File: src/rtl/quotient_unit_pkg.sv
// Shared definitions for the quotient unit and the multiplier system:
// default operand widths, address width and FSM state encoding.
package quotient_unit_pkg;

  localparam int unsigned DW_DEF = 8;
  localparam int unsigned VW_DEF = 4;
  localparam int unsigned AW     = 3;

  typedef enum logic [2:0] {
    ST_IDLE   = 3'd0,
    ST_FETCH  = 3'd1,
    ST_LOAD   = 3'd2,
    ST_DIVIDE = 3'd3,
    ST_DONE   = 3'd4
  } state_e;

endpackage

File: src/rtl/quotient_unit_div_step.sv
// One restoring-division step: shift in a dividend bit, compare, conditionally subtract.
module quotient_unit_div_step #(
  parameter int unsigned VW = 4
) (
  input  logic [VW-1:0] rem_i,
  input  logic          bit_i,
  input  logic [VW-1:0] divisor_i,
  output logic [VW-1:0] rem_o,
  output logic          q_o
);

  logic [VW:0] partial;
  logic [VW:0] diff;

  assign partial = {rem_i, bit_i};
  assign diff    = partial - {1'b0, divisor_i};
  assign q_o     = (partial >= {1'b0, divisor_i});
  // Remainder is always below the divisor, so the difference fits in VW bits.
  assign rem_o   = q_o ? diff[VW-1:0] : partial[VW-1:0];

endmodule

File: src/rtl/quotient_unit.sv
// Sequential restoring divider: fetches dividend from RAM and divisor from ROM,
// produces one quotient bit per cycle, MSB first.
module quotient_unit
  import quotient_unit_pkg::*;
#(
  parameter int unsigned DW = DW_DEF,
  parameter int unsigned VW = VW_DEF
) (
  input  logic          clk,
  input  logic          rst,
  input  logic          start,
  input  logic [AW-1:0] adr_ram,
  input  logic [AW-1:0] adr_rom,
  output logic [AW-1:0] ram_adr,
  output logic          ram_rd,
  input  logic [DW-1:0] ram_data,
  output logic [AW-1:0] rom_adr,
  input  logic [VW-1:0] rom_data,
  output logic [DW-1:0] quotient,
  output logic [VW-1:0] remainder,
  output logic          busy,
  output logic          done,
  output logic          div_zero
);

  localparam int unsigned CW = (DW > 1) ? $clog2(DW) : 1;

  state_e        state_q, state_d;
  logic [AW-1:0] ram_adr_q, ram_adr_d;
  logic [AW-1:0] rom_adr_q, rom_adr_d;
  logic          ram_rd_q, ram_rd_d;
  logic          busy_q, busy_d;
  logic          done_q, done_d;
  logic          dz_q, dz_d;
  logic [DW-1:0] dividend_q, dividend_d;
  logic [VW-1:0] divisor_q, divisor_d;
  logic [DW-1:0] quot_q, quot_d;
  logic [VW-1:0] rem_q, rem_d;
  logic [CW-1:0] cnt_q, cnt_d;

  logic [VW-1:0] step_rem;
  logic          step_q;

  quotient_unit_div_step #(.VW(VW)) div_step (
    .rem_i     (rem_q),
    .bit_i     (dividend_q[cnt_q]),
    .divisor_i (divisor_q),
    .rem_o     (step_rem),
    .q_o       (step_q)
  );

  // Next-state and registered-output logic.
  always_comb begin
    state_d    = state_q;
    ram_adr_d  = ram_adr_q;
    rom_adr_d  = rom_adr_q;
    dz_d       = dz_q;
    dividend_d = dividend_q;
    divisor_d  = divisor_q;
    quot_d     = quot_q;
    rem_d      = rem_q;
    cnt_d      = cnt_q;

    case (state_q)
      ST_IDLE: begin
        if (start) begin
          ram_adr_d = adr_ram;
          rom_adr_d = adr_rom;
          state_d   = ST_FETCH;
        end
      end
      ST_FETCH: state_d = ST_LOAD;
      ST_LOAD: begin
        dividend_d = ram_data;
        divisor_d  = rom_data;
        quot_d     = '0;
        rem_d      = '0;
        dz_d       = 1'b0;
        if (rom_data == '0) begin
          dz_d    = 1'b1;
          quot_d  = '1;
          state_d = ST_DONE;
        end else begin
          cnt_d   = CW'(DW - 1);
          state_d = ST_DIVIDE;
        end
      end
      ST_DIVIDE: begin
        rem_d         = step_rem;
        quot_d[cnt_q] = step_q;
        if (cnt_q == '0) state_d = ST_DONE;
        else             cnt_d   = cnt_q - CW'(1);
      end
      ST_DONE: state_d = ST_IDLE;
      default: state_d = ST_IDLE;
    endcase

    // Status strobes are registered against the state being entered.
    ram_rd_d = (state_d == ST_FETCH);
    done_d   = (state_d == ST_DONE);
    busy_d   = (state_d == ST_FETCH) || (state_d == ST_LOAD) || (state_d == ST_DIVIDE);
  end

  always_ff @(posedge clk) begin
    if (rst) begin
      state_q    <= ST_IDLE;
      ram_adr_q  <= '0;
      rom_adr_q  <= '0;
      ram_rd_q   <= 1'b0;
      busy_q     <= 1'b0;
      done_q     <= 1'b0;
      dz_q       <= 1'b0;
      dividend_q <= '0;
      divisor_q  <= '0;
      quot_q     <= '0;
      rem_q      <= '0;
      cnt_q      <= '0;
    end else begin
      state_q    <= state_d;
      ram_adr_q  <= ram_adr_d;
      rom_adr_q  <= rom_adr_d;
      ram_rd_q   <= ram_rd_d;
      busy_q     <= busy_d;
      done_q     <= done_d;
      dz_q       <= dz_d;
      dividend_q <= dividend_d;
      divisor_q  <= divisor_d;
      quot_q     <= quot_d;
      rem_q      <= rem_d;
      cnt_q      <= cnt_d;
    end
  end

  assign ram_adr   = ram_adr_q;
  assign rom_adr   = rom_adr_q;
  assign ram_rd    = ram_rd_q;
  assign busy      = busy_q;
  assign done      = done_q;
  assign div_zero  = dz_q;
  assign quotient  = quot_q;
  assign remainder = rem_q;

endmodule

File: config.mk
export PLATFORM = sky130hd
export DESIGN_NAME = quotient_unit
export DESIGN_NICKNAME = d
export VERILOG_FILES = /design/src/rtl/quotient_unit_pkg.sv /design/src/rtl/quotient_unit_div_step.sv /design/src/rtl/quotient_unit.sv
export SDC_FILE = /design/constraint.sdc
export NUM_CORES = 1
export LEC_CHECK = 0
export CORE_UTILIZATION = 23
export CTS_BUF_LIST = sky130_fd_sc_hd__clkbuf_8
export DETAILED_ROUTE_END_ITERATION = 16
export PLACE_DENSITY = 0.43
export SYNTH_ARGS = -nofsm -noshare
export SYNTH_HDL_FRONTEND = slang
export SYNTH_HIERARCHICAL = 1
export SYNTH_SLANG_ARGS = --single-unit
File: constraint.sdc
create_clock -name clk -period 2.8 [get_ports clk]
set_input_delay 0.56 -clock clk [delete_from_list [all_inputs] [get_ports clk]]
set_output_delay 0.56 -clock clk [all_outputs]
set_load 0.03 [all_outputs]
==> results of run 1 <==
==> flip-flops by register name, summed over array words and instances (netlist names) <==
register    cells
div_zero        1
ram_adr         3
cnt_q           3
remainder       4
done            1
busy            1
dividend_q      8
state_q         3
quotient        8
divisor_q       4
ram_rd          1
rom_adr         3
==> worst paths after layout <==
check / end / slack, ns / depth (start not counted)
setup / recovery: quotient[0] / 0.23 / 12
hold / removal: dividend_q[2] / 0.46 / 2
setup reg to reg: quotient[0] / 0.23 / 12
hold reg to reg: dividend_q[2] / 0.46 / 2
==> power groups by stage <==
| stage | clock, mW | combinational, mW | sequential, mW |
|---|---|---|---|
| after floorplan | 0 | 0.311 | 0.733 |
| final | 0.472 | 0.529 | 0.671 |
| after detailed placement | 0 | 0.534 | 0.686 |
| after CTS | 0.487 | 0.536 | 0.672 |
| after global placement | 0 | 0.536 | 0.685 |
| after global routing | 0.521 | 0.581 | 0.681 |
==> final cells by class <==
cell class	instances	area, um2	share of cell area
clock buffer	5	68.8	0.0257
clock inverter	3	38.8	0.0145
inverter	11	41.3	0.0154
multi-input combinational	166	1110	0.417
sequential	40	801	0.299
tap	105	131	0.0491
timing repair buffer	50	480	0.180
==> cell usage after synthesis, types with 2 or more instances <==
cell type,instances
o221ai_1,4
nand2b_1,10
mux4_2,2
inv_1,11
o21ai_2,2
and3_1,2
nand3b_1,2
nor2_1,11
nor3_1,5
buf_2,9
clkbuf_1,5
dfxtp_1,40
mux2i_1,9
a211oi_1,3
nor3b_1,2
buf_1,2
a21oi_1,29
ha_1,6
nand2_1,35
o22ai_1,5
nand3_1,4
o21ai_0,4
a311oi_1,4
==> per-stage QoR <==
step	instance area, um2	std cells	power, mW	hold slack, ns
3_3_place_gp	2570	372	1.22	0.447
4_1_cts	2680	380	1.70	0.459
6_report	2680	380	1.67	0.457
5_1_grt	2680	380	1.78	0.476
3_5_place_dp	2570	372	1.22	0.447
2_1_floorplan	2030	233	1.04	0.433
==> routing by layer <==
metal,part of all wire,up-vias,global-route usage
met1,0.50,821,0.162
met5,0,-,0
met2,0.44,37,0.185
met4,0.0094,0,0.0299
met3,0.049,4,0.0387
li1,-,907,-
==> worst register-to-register path, cell delays in order (launching register included) <==
cell,delay (ns)
dfxtp_1,0.40
mux4_2,0.52
nand2_1,0.08
nand2_1,0.06
inv_1,0.08
ha_1,0.25
nand4_1,0.11
nand2_2,0.08
nor2_4,0.18
inv_1,0.07
nand2b_1,0.16
o32ai_1,0.36
a21oi_1,0.11
==> cell families (layout without fill, tap and decap cells) <==
logic type      count (synthesis)  after routing  synth area share
fa+ha+maj                       7              7            0.0469
compound gates                 59             59             0.192
mux                            12             12            0.0740
xor+xnor                        1              1           0.00432
simple gates                   87             87             0.232
flops                          40             40             0.395
buf+inv                        27             69            0.0555
==> impl_metrics.env, run 1 <==
export IMPL_die_w_um=95.9
export IMPL_layout_commonest_cell="clkdlybuf4s50_1"
export IMPL_cts_buffer_depth=2
export IMPL_p_per_area_nw_per_um2=625
export IMPL_cts_resized=0
export IMPL_internal_power_mw=1.12
export IMPL_clkTransAtPathRegs_ns=0.08
export IMPL_status="completed"
export IMPL_crit_path_start_kind="flip-flop"
export IMPL_fillers=904
export IMPL_rsz0062_at_grt="no"
export IMPL_clk_latency_ns=0.30
export IMPL_fin_crit_ns=2.57
export IMPL_cts_hold_buf=0
export IMPL_leakagePower_nw=0.961
export IMPL_yosysUniqueCellTypes=50
export IMPL_io_buffers=42
export IMPL_cp_max_fo=4
export IMPL_fin_skew_ns=0.00816
export IMPL_grt_pass1_vias=1663
export IMPL_path_cells="mux4_2 > nand2_1 > nand2_1 > inv_1 > ha_1 > nand4_1 > nand2_2 > nor2_4 > inv_1 > nand2b_1 > o32ai_1 > a21oi_1"
export IMPL_critical_path_buf_inv_count=2
export IMPL_drv_cap=0
export IMPL_drive_gt1_frac=0.109
export IMPL_via_count=1769
export IMPL_p_clk_frac=0.282
export IMPL_antenna_cells=0
export IMPL_yosys_warnings=6
export IMPL_ys_seq_elements=40
export IMPL_dp_slack_ns=0.256
export IMPL_nets=302
export IMPL_post_drt_wl_per_cell_um=13.4
export IMPL_holdCritStartpoint="dividend_q[2]"
export IMPL_synth_top_area_frac=0.395
export IMPL_combinationalPowerShare=0.317
export IMPL_initialDrtViolationCount=68
export IMPL_synth_cells=233
export IMPL_grt_overflow=0
export IMPL_synth_area_leaders="dfxtp_1, a21oi_1, nand2_1"
export IMPL_fin_ws_ns=0.233
export IMPL_synth_fp_nets=261
export IMPL_critical_path_class="reg2reg"
export IMPL_slew_headroom=0.630
export IMPL_rr_startpoint="cnt_q[1]"
export IMPL_io_pins=43
export IMPL_clock_sinks=40
export IMPL_cts_tree="built"
export IMPL_grt_usage=0.120
export IMPL_finalSetupViolations=0
export IMPL_hold_violations=0
export IMPL_hpwl_um=3690
export IMPL_cts_root_buf="clkbuf_8"
export IMPL_final_cell_mix="clkdlybuf4s50_1, dfxtp_1, nand2_1"
export IMPL_routed_wl_um=5100
export IMPL_seq_area_frac_synth=0.395
export IMPL_switchingPower_mw=0.554
export IMPL_synthFlopType="dfxtp_1"
export IMPL_cts_setup_buffers=0
export IMPL_antenna_found_initial=0
export IMPL_cpMaxStageDelayCell="mux4_2"
export IMPL_vdd_ir_drop_max_v=0.000186
export IMPL_die_h_um=95.9
export IMPL_synth_edff_count=0
export IMPL_grt_pass1_wl_um=8350
export IMPL_start_util=0.242
export IMPL_worst_endpoint_arrival_ns=2.75
export IMPL_min_path_type="reg2reg"
export IMPL_num_rows=33
export IMPL_period_share=0.917
export IMPL_routed_via_density=4.66
export IMPL_final_max_slew_viol_count=0
export IMPL_swShare=0.332
export IMPL_htree_num_levels=2
export IMPL_die_area_um2=9200
export IMPL_synth_area_per_cell_um2=8.70
export IMPL_yosys_area_top_type="dfxtp_1"
export IMPL_core_area_um2=8380
export IMPL_cts_buffers=5
export IMPL_syn2layout_area_growth_pct=32.0
export IMPL_cp_required_ns=2.98
export IMPL_first_pass_iters=4
export IMPL_grt_max_degree=22
export IMPL_place_congestion=0.749
export IMPL_tightest_slew_ns=0.551
export IMPL_fmax_ghz=0.390
export IMPL_endpoint_kind="flip-flop"
export IMPL_cp_top_family="simple AND/OR/NAND/NOR gates"
export IMPL_netlist_area_um2=2030
export IMPL_drc_errors=0
export IMPL_ys_async_sr_fraction=0
export IMPL_finalSetupTns_ns=0
export IMPL_final_util=0.319
export IMPL_slowest_delay_ns=0.52
export IMPL_ant_nets=0
export IMPL_power_frac_seq=0.401
export IMPL_crit_start="cnt_q[1]"
No activity file was read; power rests on OpenSTA's default activity.
==> run 2: changes to the inputs <==
--- a/config.mk
+++ b/config.mk
@@ -6,7 +6,6 @@
 export NUM_CORES = 1
 export LEC_CHECK = 0
 export CORE_UTILIZATION = 23
-export CTS_BUF_LIST = sky130_fd_sc_hd__clkbuf_8
 export DETAILED_ROUTE_END_ITERATION = 16
 export PLACE_DENSITY = 0.43
 export SYNTH_ARGS = -nofsm -noshare
==> run 2 against run 1 <==
Effect of this change:
- clock-buffer cell count up 1
- core utilization is the same
- largest cell class unchanged
- first-iteration DRC count up 7.4%
==> impl_metrics.env, run 2 (synthesized netlist as in run 1, its figures left out) <==
export IMPL_drive_gt1_frac=0.109
export IMPL_dp_slack_ns=0.256
export IMPL_drv_cap=0
export IMPL_placed_cells=372
export IMPL_power_frac_seq=0.400
export IMPL_fmax_ghz=0.390
export IMPL_rrSetupSlack_ns=0.24
export IMPL_final_util=0.319
export IMPL_cts_setup_buffers=0
export IMPL_hold_path_depth=2
export IMPL_layout_commonest_cell="clkdlybuf4s50_1"
export IMPL_grt_pass1_wl_um=8350
export IMPL_die_area_um2=9200
export IMPL_place_congestion=0.749
export IMPL_grt_max_degree=22
export IMPL_fin_area_um2=2680
export IMPL_drc_errors=0
export IMPL_grt_overflow=0
export IMPL_ant_nets=0
export IMPL_internal_power_mw=1.12
export IMPL_first_pass_iters=4
export IMPL_cts_hold_buf=0
export IMPL_reg2reg_depth=12
export IMPL_antenna_cells=0
export IMPL_initialDrtViolationCount=73
export IMPL_io_buffers=42
export IMPL_min_path_type="reg2reg"
export IMPL_nets=302
export IMPL_crit_path_start_kind="flip-flop"
export IMPL_rr_startpoint="cnt_q[1]"
export IMPL_slew_headroom=0.632
export IMPL_grt_usage=0.120
export IMPL_leakagePower_nw=0.957
export IMPL_fin_ws_ns=0.235
export IMPL_cp_required_ns=2.98
export IMPL_post_drt_wl_per_cell_um=13.4
export IMPL_combinationalPowerShare=0.316
export IMPL_hold_worst_slack_ns=0.457
export IMPL_worst_endpoint_arrival_ns=2.75
export IMPL_switchingPower_mw=0.555
export IMPL_routed_via_density=4.66
export IMPL_clkTransAtPathRegs_ns=0.08
export IMPL_num_rows=33
export IMPL_syn2layout_area_growth_pct=32.0
export IMPL_stdcell_count=380
export IMPL_swShare=0.331
export IMPL_grt_pass1_vias=1662
export IMPL_tightest_slew_ns=0.548
export IMPL_p_clk_frac=0.284
export IMPL_rsz0062_at_grt="no"
export IMPL_hpwl_um=3690
export IMPL_cts_buffer_depth=2
export IMPL_fin_crit_ns=2.56
export IMPL_finalSetupViolations=0
export IMPL_critical_path_class="reg2reg"
export IMPL_cts_resized=0
export IMPL_io_pins=43
export IMPL_endpoint_kind="flip-flop"
export IMPL_reg2reg_to="quotient[0]"
export IMPL_fin_skew_ns=0.00811
export IMPL_cts_root_buf="clkbuf_8"
export IMPL_core_area_um2=8380
export IMPL_power_mw=1.68
export IMPL_cts_tree="built"
export IMPL_cts_buffers=5
export IMPL_start_util=0.242
export IMPL_final_max_slew_viol_count=0
export IMPL_placed_area_um2=2570
export IMPL_htree_num_levels=2
export IMPL_vdd_ir_drop_max_v=0.000186
export IMPL_holdCritStartpoint="dividend_q[6]"
export IMPL_cp_max_fo=4
export IMPL_status="completed"
export IMPL_hold_violations=0
export IMPL_via_count=1770
export IMPL_p_per_area_nw_per_um2=626
export IMPL_antenna_found_initial=0
export IMPL_clk_latency_ns=0.30
export IMPL_routed_wl_um=5110
export IMPL_die_w_um=95.9
export IMPL_die_h_um=95.9
export IMPL_holdPathEnd="dividend_q[6]"
export IMPL_clock_sinks=40
export IMPL_period_share=0.916
export IMPL_final_cell_mix="clkdlybuf4s50_1, dfxtp_1, nand2_1"
export IMPL_finalSetupTns_ns=0
run 2: power by group through the flow:
| stage | Sequential [mW] | Combinational, mW | Clock [mW] |
|---|---|---|---|
| after floorplan | 0.733 | 0.311 | 0 |
| after global placement | 0.685 | 0.536 | 0 |
| after detailed placement | 0.686 | 0.534 | 0 |
| after CTS | 0.672 | 0.536 | 0.490 |
| after global routing | 0.681 | 0.581 | 0.525 |
| final | 0.671 | 0.529 | 0.476 |
run 2: final cells by class:
class                           count  area (um2)
Clock inverter                      2        35.0
Sequential cell                    40         801
Inverter                           11        41.3
Fill cell                         904        5710
Tap cell                          105         131
Timing Repair Buffer               50         480
Clock buffer                        6        72.6
Multi-Input combinational cell    166        1110
run 2: worst max path at each step:
stage                        start          end  slack (ns)  cells after the start
after global placement    cnt_q[1]  quotient[0]        0.29                     12
after detailed placement  cnt_q[1]  quotient[0]        0.26                     12
after floorplan           cnt_q[2]  quotient[0]        0.40                     13
final                     cnt_q[1]  quotient[0]        0.24                     12
after CTS                 cnt_q[1]  quotient[0]        0.22                     12
after global routing      cnt_q[1]  quotient[0]        0.04                     12
run 2: critical path, cell delays in order, from the launching register on:
cell      delay, ns
dfxtp_1        0.40
mux4_2         0.52
nand2_1        0.08
nand2_1        0.06
inv_1          0.08
ha_1           0.25
nand4_1        0.11
nand2_2        0.08
nor2_4         0.18
inv_1          0.07
nand2b_1       0.16
o32ai_1        0.36
a21oi_1        0.11
run 2: metal layers:
layer | track usage | wire length (um)
met5 | 0 | 0
met4 | 0.0299 | 48
met3 | 0.0387 | 248
met2 | 0.185 | 2260
met1 | 0.162 | 2550
